==> src/rtl/mul_operand_sequencer_pkg.sv <==
// Shared types for the multiplier operand sequencer: FSM state encoding and default width.
package mul_operand_sequencer_pkg;

  localparam int DEF_W = 16;

  localparam logic [2:0] ST_IDLE  = 3'd0;
  localparam logic [2:0] ST_START = 3'd1;
  localparam logic [2:0] ST_LD_A  = 3'd2;
  localparam logic [2:0] ST_LD_B  = 3'd3;
  localparam logic [2:0] ST_WAIT  = 3'd4;

  typedef enum logic [2:0] {
    S_IDLE  = ST_IDLE,
    S_START = ST_START,
    S_LD_A  = ST_LD_A,
    S_LD_B  = ST_LD_B,
    S_WAIT  = ST_WAIT
  } state_t;

endpackage

==> src/rtl/mul_operand_sequencer_fifo.sv <==
// Operand-pair FIFO: synchronous, show-ahead head, no push/pop bypass when full.
module opnd_fifo #(
  parameter int WIDTH = 32,
  parameter int DEPTH = 2
) (
  input  logic             clk,
  input  logic             rst_n,
  input  logic             push,
  input  logic [WIDTH-1:0] wdata,
  input  logic             pop,
  output logic [WIDTH-1:0] rdata,
  output logic             full,
  output logic             empty
);

  localparam int AW = $clog2(DEPTH);

  logic [WIDTH-1:0] mem [DEPTH];
  logic [AW:0]      wr_ptr, rd_ptr;

  // Extra pointer bit distinguishes full from empty when the indices match.
  assign empty = (wr_ptr == rd_ptr);
  assign full  = (wr_ptr[AW] != rd_ptr[AW]) && (wr_ptr[AW-1:0] == rd_ptr[AW-1:0]);
  assign rdata = mem[rd_ptr[AW-1:0]];

  always_ff @(posedge clk or negedge rst_n) begin
    if (!rst_n) begin
      wr_ptr <= '0;
      rd_ptr <= '0;
    end else begin
      if (push && !full) wr_ptr <= wr_ptr + (AW+1)'(1);
      if (pop && !empty) rd_ptr <= rd_ptr + (AW+1)'(1);
    end
  end

  always_ff @(posedge clk) begin
    if (push && !full) mem[wr_ptr[AW-1:0]] <= wdata;
  end

endmodule

==> src/rtl/mul_operand_sequencer.sv <==
// Feeds buffered operand pairs into the serial-load repeated-addition multiplier and collects products.
module mul_operand_sequencer
  import mul_operand_sequencer_pkg::*;
#(
  parameter int W       = DEF_W,
  parameter int DEPTH   = 2,
  parameter int TIMEOUT = 1024
) (
  input  logic         clk,
  input  logic         rst_n,
  input  logic         in_valid,
  output logic         in_ready,
  input  logic [W-1:0] in_a,
  input  logic [W-1:0] in_b,
  output logic         out_valid,
  input  logic         out_ready,
  output logic [W-1:0] out_prod,
  output logic         out_err,
  output logic         mul_start,
  output logic [W-1:0] mul_data,
  input  logic         mul_done,
  input  logic [W-1:0] mul_prod,
  output logic         busy
);

  localparam int CW = $clog2(TIMEOUT) + 1;

  state_t        state;
  logic [W-1:0]  op_a, op_b;
  logic [CW-1:0] cnt;
  logic [2*W-1:0] head;
  logic          fifo_full, fifo_empty, pop;
  logic [W-1:0]  head_a, head_b;

  assign in_ready = rst_n && !fifo_full;
  assign pop      = (state == S_IDLE) && !fifo_empty && !out_valid;
  assign head_a   = head[2*W-1:W];
  assign head_b   = head[W-1:0];
  assign busy     = (state != S_IDLE);

  opnd_fifo #(.WIDTH(2*W), .DEPTH(DEPTH)) u_fifo (
    .clk   (clk),
    .rst_n (rst_n),
    .push  (in_valid && in_ready),
    .wdata ({in_a, in_b}),
    .pop   (pop),
    .rdata (head),
    .full  (fifo_full),
    .empty (fifo_empty)
  );

  always_ff @(posedge clk or negedge rst_n) begin
    if (!rst_n) begin
      state     <= S_IDLE;
      op_a      <= '0;
      op_b      <= '0;
      cnt       <= '0;
      out_valid <= 1'b0;
      out_prod  <= '0;
      out_err   <= 1'b0;
      mul_start <= 1'b0;
      mul_data  <= '0;
    end else begin
      if (out_valid && out_ready) out_valid <= 1'b0;
      case (state)
        S_IDLE: if (pop) begin
          op_a <= head_a;
          op_b <= head_b;
          // A zero operand has a known product; never bother the multiplier.
          if (head_a == '0 || head_b == '0) begin
            out_prod  <= '0;
            out_err   <= 1'b0;
            out_valid <= 1'b1;
          end else begin
            state     <= S_START;
            mul_start <= 1'b1;
            mul_data  <= head_a;
          end
        end
        S_START: begin
          mul_start <= 1'b0;
          mul_data  <= op_a;
          state     <= S_LD_A;
        end
        S_LD_A: begin
          mul_data <= op_b;
          state    <= S_LD_B;
        end
        S_LD_B: begin
          cnt   <= '0;
          state <= S_WAIT;
        end
        S_WAIT: begin
          // done is only trusted here; a level left over from the last op is high earlier.
          cnt <= cnt + CW'(1);
          if (mul_done) begin
            out_prod  <= mul_prod;
            out_err   <= 1'b0;
            out_valid <= 1'b1;
            state     <= S_IDLE;
          end else if (cnt == CW'(TIMEOUT - 1)) begin
            out_prod  <= '0;
            out_err   <= 1'b1;
            out_valid <= 1'b1;
            state     <= S_IDLE;
          end
        end
        default: state <= S_IDLE;
      endcase
    end
  end

endmodule
==> config.mk <==
export PLATFORM = sky130hd
export DESIGN_NAME = mul_operand_sequencer
export DESIGN_NICKNAME = d
export VERILOG_FILES = /design/src/rtl/mul_operand_sequencer_pkg.sv /design/src/rtl/mul_operand_sequencer_fifo.sv /design/src/rtl/mul_operand_sequencer.sv
export SDC_FILE = /design/constraint.sdc
export NUM_CORES = 1
export LEC_CHECK = 0
export CAP_MARGIN = 0
export CORE_MARGIN = 3
export CORE_UTILIZATION = 25
export DETAILED_ROUTE_END_ITERATION = 10
export PLACE_DENSITY = 0.46
export SYNTH_ARGS = -nofsm -noshare
export SYNTH_HDL_FRONTEND = slang
export SYNTH_SLANG_ARGS = --single-unit
==> constraint.sdc <==
create_clock -name clk -period 5.1 [get_ports clk]
set_input_delay 1.02 -clock clk [delete_from_list [all_inputs] [get_ports clk]]
set_output_delay 1.02 -clock clk [all_outputs]
set_load 0.05 [all_outputs]
---- Word level (Yosys, flattened, before mapping) ----
Memories as Yosys holds them, arrays and structs flattened.
Index checks and enable logic that the tools add are counted.
word-level totals
  bits in registers ....................... 85
  RAM bits ................................ 64
  logic and storage cells ................. 82
  memories ................................ 1
cells by class
  add/sub/neg operators ................... 3
  eq/ne operators ......................... 12
  muxes and demuxes ....................... 30
  reductions and logical operators ........ 25
memory list
  memory      words  width  rd ports  clocked after Yosys merged registers in  write ports  RTL line                          RTL
  u_fifo.mem  2      32     1         0                                        1            mul_operand_sequencer_fifo.sv:18  logic [WIDTH-1:0] mem [DEPTH];
operator list
  kind                                                   number
  2-to-1 mux 16 bit                                      6
  case mux 16 bit (3 select lines)                       1
  logical NOT 16 bit                                     2
  case mux 16 bit (2 select lines)                       1
  case mux 11 bit (2 select lines)                       1
  case mux 3 bit (5 select lines)                        1
  2-to-1 mux 1 bit                                       13
  2-to-1 mux 3 bit                                       4
  adder 11 x 1 -> 11 bit, second input constant          1
  == test 11 x 10 -> 1 bit, second input constant        1
  AND reduction 3 bit                                    3
  logical AND 1 bit                                      8
  == test 3 x 2 -> 1 bit, second input constant          2
  case mux 1 bit (2 select lines)                        3
  nonzero test 2 bit                                     3
  nonzero test 3 bit                                     2
  adder 2 x 1 -> 2 bit, second input constant            2
  inequality test 2 x 1 -> 1 bit, second input constant  2
  AND reduction 4 bit                                    1
  == test 3 x 1 -> 1 bit, second input constant          1
  == test 3 bit, second input constant                   1
  logical NOT 1 bit                                      3
  logical NOT 3 bit                                      1
  inequality test 3 bit, second input constant           1
  6 further kinds                                        6

---- Logic depth before layout (Yosys ltp) ----
  depth after elaboration ................. 8
  gate-level depth with buffers ........... 10
  depth with buffers taken out ............ 7

---- By module ----
Synthesis repeated with hierarchy kept, for this count alone.
second synthesis, totals
  cells, all modules ...................... 558
  area total of the unflattened synthesis .. 6,636.4 um^2
modules (own cells, without submodules)
  module                 times used  cells each  area an instance (um^2)
  mul_operand_sequencer  1           431         4,070.2
  opnd_fifo              1           127         2,566.2

---- Worst setup path before layout ----
Ideal clock, no wire load.
  path kind ............................... input to register
  from .................................... input port rst_n
  to ...................................... memory u_fifo.mem[0][0], enable pin
  library setup time ...................... 0.421 ns
  arrival time ............................ 3.381 ns
  path slack .............................. 1.298 ns
  cell stages on the path ................. 3
  buffers on the path ..................... 0
  cells stage by stage .................... nor2b_1 > nand2_1 > nor2_1
between the ends
  word-level cells in the longest chain between the ends .. 5
ends and longest elaborated chain
  element                                 RTL line                          RTL
  from (decl)                             mul_operand_sequencer.sv:10       input logic rst_n,
  logical AND 1 bit                       mul_operand_sequencer.sv:35       assign in_ready = rst_n && !fifo_full;
  logical AND 1 bit                       mul_operand_sequencer.sv:44       .push (in_valid && in_ready),
  logical AND 1 bit                       mul_operand_sequencer_fifo.sv:37  if (push && !full) mem[wr_ptr[AW-1:0]] <= wdata;
  2-to-1 mux 1 bit                        mul_operand_sequencer_fifo.sv:37
  2-to-1 mux 1 bit (not written as such)  mul_operand_sequencer_fifo.sv:37
  to (decl)                               mul_operand_sequencer_fifo.sv:18
Every way passes these cells.

---- Worst setup path after layout ----
  from .................................... input port rst_n
  to ...................................... output port in_ready
between the ends
  word-level cells in the longest chain between the ends .. 1
ends and longest elaborated chain
  element            RTL line                     RTL
  logical AND 1 bit  mul_operand_sequencer.sv:35
  to (decl)          mul_operand_sequencer.sv:12  output logic in_ready,
Every way passes these cells.

==> flow_summary_export.csv <==
group,metric,value,unit
status,status,"complete, no violations",
route,vias_per_cell,4.615,
final_layout,antenna_cells,0,
sta,setup_viol,0,
sta,finalMaxSlewViolations,0,
clock_network,cts.path.max_buffers,2,
global_routing,grt_usage,11.54,%
clock_network,cts.htree.levels,4,
power_and_ir_drop,power_density,710.8,mW/mm2
sta,fin_hold_ws,0.4927,ns
route,drt-initial-drc-count,247,
place,port_buffers,89,
worst_hold_path,min_from,"cnt[9]",
synthesis,seq_area_frac_synth,62.31,%
sta,setup_tns,0,ns
global_routing,grt_max_degree,72,
floorplan,die_x,167.2,um
sta,min_period,3.508,ns
clock_network,ctsHoldBuffers,0,
clock_network,cts_num_sinks,149,
global_routing,grt_busiest_layer,"met2",
synthesis,ys.flop_type,"dfrtp_1",
job,drv_cap,0,
synthesis,synth.distinct_cells,45,
place,gp_congestion,0.7696,
critical_path,start_kind,"primary input",
global_routing,grt_use_met3,3.423,%
global_routing,antenna_found_initial,0,
critical_path,arrival,2.49,ns
global_routing,use_met1,15.95,%
route,drtPass1Iterations,4,
global_routing,grt_pass1_wl,25.65,mm
synthesis,synth.ff_latch_count,149,
synthesis,ys_warn_count,0,
critical_path,rrSetupSlack,2.10,ns
power_and_ir_drop,ir_drop,0.2874,mV
final_layout,fin_nets,681,
clock_network,cts_made_buffers,17,
critical_path,cp_max_fo,30,
critical_path,endpoint_kind,"output port",
sta,max_freq,285.1,MHz
floorplan,start_util,25.65,%
final_layout,drive_above_1_share,9.688,%
floorplan,rows,58,
clock_network,cts_resized,0,
sta,rsz0062_at_grt,"no",
clock_network,post-cts-setup-buffers,0,
synthesis,synth.avg_cell_area,11.86,um2
global_routing,globalRoute.totalOverflow,0,
sta,tightestPinTransition,1.163,ns
critical_path,required,4.08,ns
route,wl_per_cell,16.09,um
synthesis,async_reset_ff_share,57.05,%
global_routing,gr-usage-met2,17.65,%
global_routing,grt_pass1_vias,4574,
place,dp_hpwl,10.50,mm
sta,hold_viol,0,
floorplan,boundaryPins,90,
floorplan,die-area,0.02796,mm2
clock_network,clkLatencyLatePin,0.42,ns
clock_network,cts-root-buf,"clkbuf_16",
route,via_count,4477,
clock_network,clk_pin_slew,0.06,ns
critical_path,critPathKind,"primary input to output port",
route,routed_wl,15.61,mm
power_and_ir_drop,p_leak,3.110,nW
route,drcViolationCount,0,
critical_path,crit_start,"rst_n",
final_layout,syn_to_final_growth,27.34,%
route,ant_nets,0,
clock_network,tritoncts,"done",
floorplan,die-height,167.2,um
synthesis,synth_fp_nets,602,
final_layout,final.fill_count,2507,
floorplan,core,0.02533,mm2
sta,fin_skew,0.006527,ns
worst_hold_path,min_path_type,"register to register",
critical_path,r2r_start,"u_fifo.rd_ptr[0]",
synthesis,syn_inst,548,
sta,finalCritPeriodShare,68.78,%
synthesis,synth-edff-count,64,
sta,max_slew_margin,22.19,%
synthesis,synth_area,0.006497,mm2
[cells by family after synthesis]
| logic type | count (synthesis) | synth area share [%] |
|---|---|---|
| AOI/OAI and AO/OA | 151 | 13.83 |
| and+or+nand+nor | 151 | 11.23 |
| DFF | 149 | 62.31 |
| buffers and inverters | 40 | 3.081 |
| xor gates and xnor gates | 8 | 1.078 |
| muxes | 48 | 8.280 |
| adders and majority gates | 1 | 0.1925 |
[worst max-delay path: stages]
cell             delay [ns]
buf_4                  0.34
nor2b_1                0.27
clkdlybuf4s50_1        0.84
[Yosys cell counts, drive strengths merged (2+ instances only)]
cell type / number / area share, %
edfxtp: 64 / 30
inv: 3 / 0.17
a211oi: 15 / 1.7
nand4: 5 / 0.48
a31oi: 3 / 0.29
nor2: 63 / 3.9
and3: 3 / 0.29
o21a: 2 / 0.23
clkbuf: 21 / 1.2
nand2: 21 / 1.2
o21ai: 20 / 1.6
a22o: 17 / 2.3
nor2b: 19 / 1.8
xor2: 3 / 0.40
nor4: 11 / 1.2
xnor2: 5 / 0.67
buf: 16 / 1.7
mux2i: 32 / 4.9
dfrtp: 85 / 33
nand3: 4 / 0.31
nor3: 21 / 1.6
mux2: 16 / 3.4
a21oi: 86 / 6.7
[routing by layer]
| layer | up-vias | routed length [um] |
|---|---|---|
| met5 | - | 0 |
| met4 | 0 | 240 |
| li1 | 2171 | - |
| met3 | 14 | 792 |
| met2 | 102 | 6949 |
| met1 | 2190 | 7627 |
[stage by stage]
step	utilization (%)	setup slack [ns]	instance area, um2	std cells	total power, W
after floorplan	-	1.298	6497	548	0.003970
after global placement	30.33	1.589	7682	938	0.004621
after detailed placement	30.33	1.553	7682	938	0.004676
after CTS	32.67	1.550	8274	970	0.005962
after global routing	32.67	1.447	8274	970	0.006302
final	32.67	1.592	8274	970	0.005881
[cell usage in the layout, fill, tap and decap left out, types with 4 or more instances in the layout]
cell and n:
nor4_1 10, xnor2_1 5, mux2_2 6, nand2_1 21, a21oi_1 85, nand3_1 4
dfrtp_1 83, buf_4 9, edfxtp_1 64, o21ai_0 19, a22o_1 17, clkinvlp_4 4
nor2_1 61, nand4_1 5, clkdlybuf4s50_1 88, a211oi_1 15, clkbuf_16 17, mux2i_1 32
nor2b_1 18, mux2_4 10, nor3_1 21
[registers in the layout, indices dropped and copies added (netlist names)]
register       flops
cnt               11
mul_data          16
mul_start          1
op_a              16
op_b              16
out_err            1
out_prod          16
out_valid          1
state              3
u_fifo.mem        64
u_fifo.rd_ptr      2
u_fifo.wr_ptr      2
[area by class of cell]
type / count / area [um2] / share of cell area, %
sequential: 149 / 4051 / 48.96
multi-input combinational: 359 / 2258 / 27.29
timing repair buffer: 97 / 948.4 / 11.46
clock buffer: 20 / 436.7 / 5.277
tap: 330 / 412.9 / 4.990
clock inverter: 12 / 155.1 / 1.875
inverter: 3 / 11.26 / 0.1361
[worst paths after layout]
check / to / cells after the start
worst min-delay path: cnt[9] / 1
max in group asynchronous: state[0] / 2
worst max-delay path: in_ready / 3
worst min register to register: cnt[9] / 1
min in group asynchronous: out_prod[14] / 1
worst max register to register: mul_data[9] / 7
[power breakdown]
group	internal, W	switching, W
registers	0.00166	0.000209
clock network	0.000770	0.000494
logic	0.00106	0.00168
total	0.00349	0.00239
(Power assumes the default switching activity.)
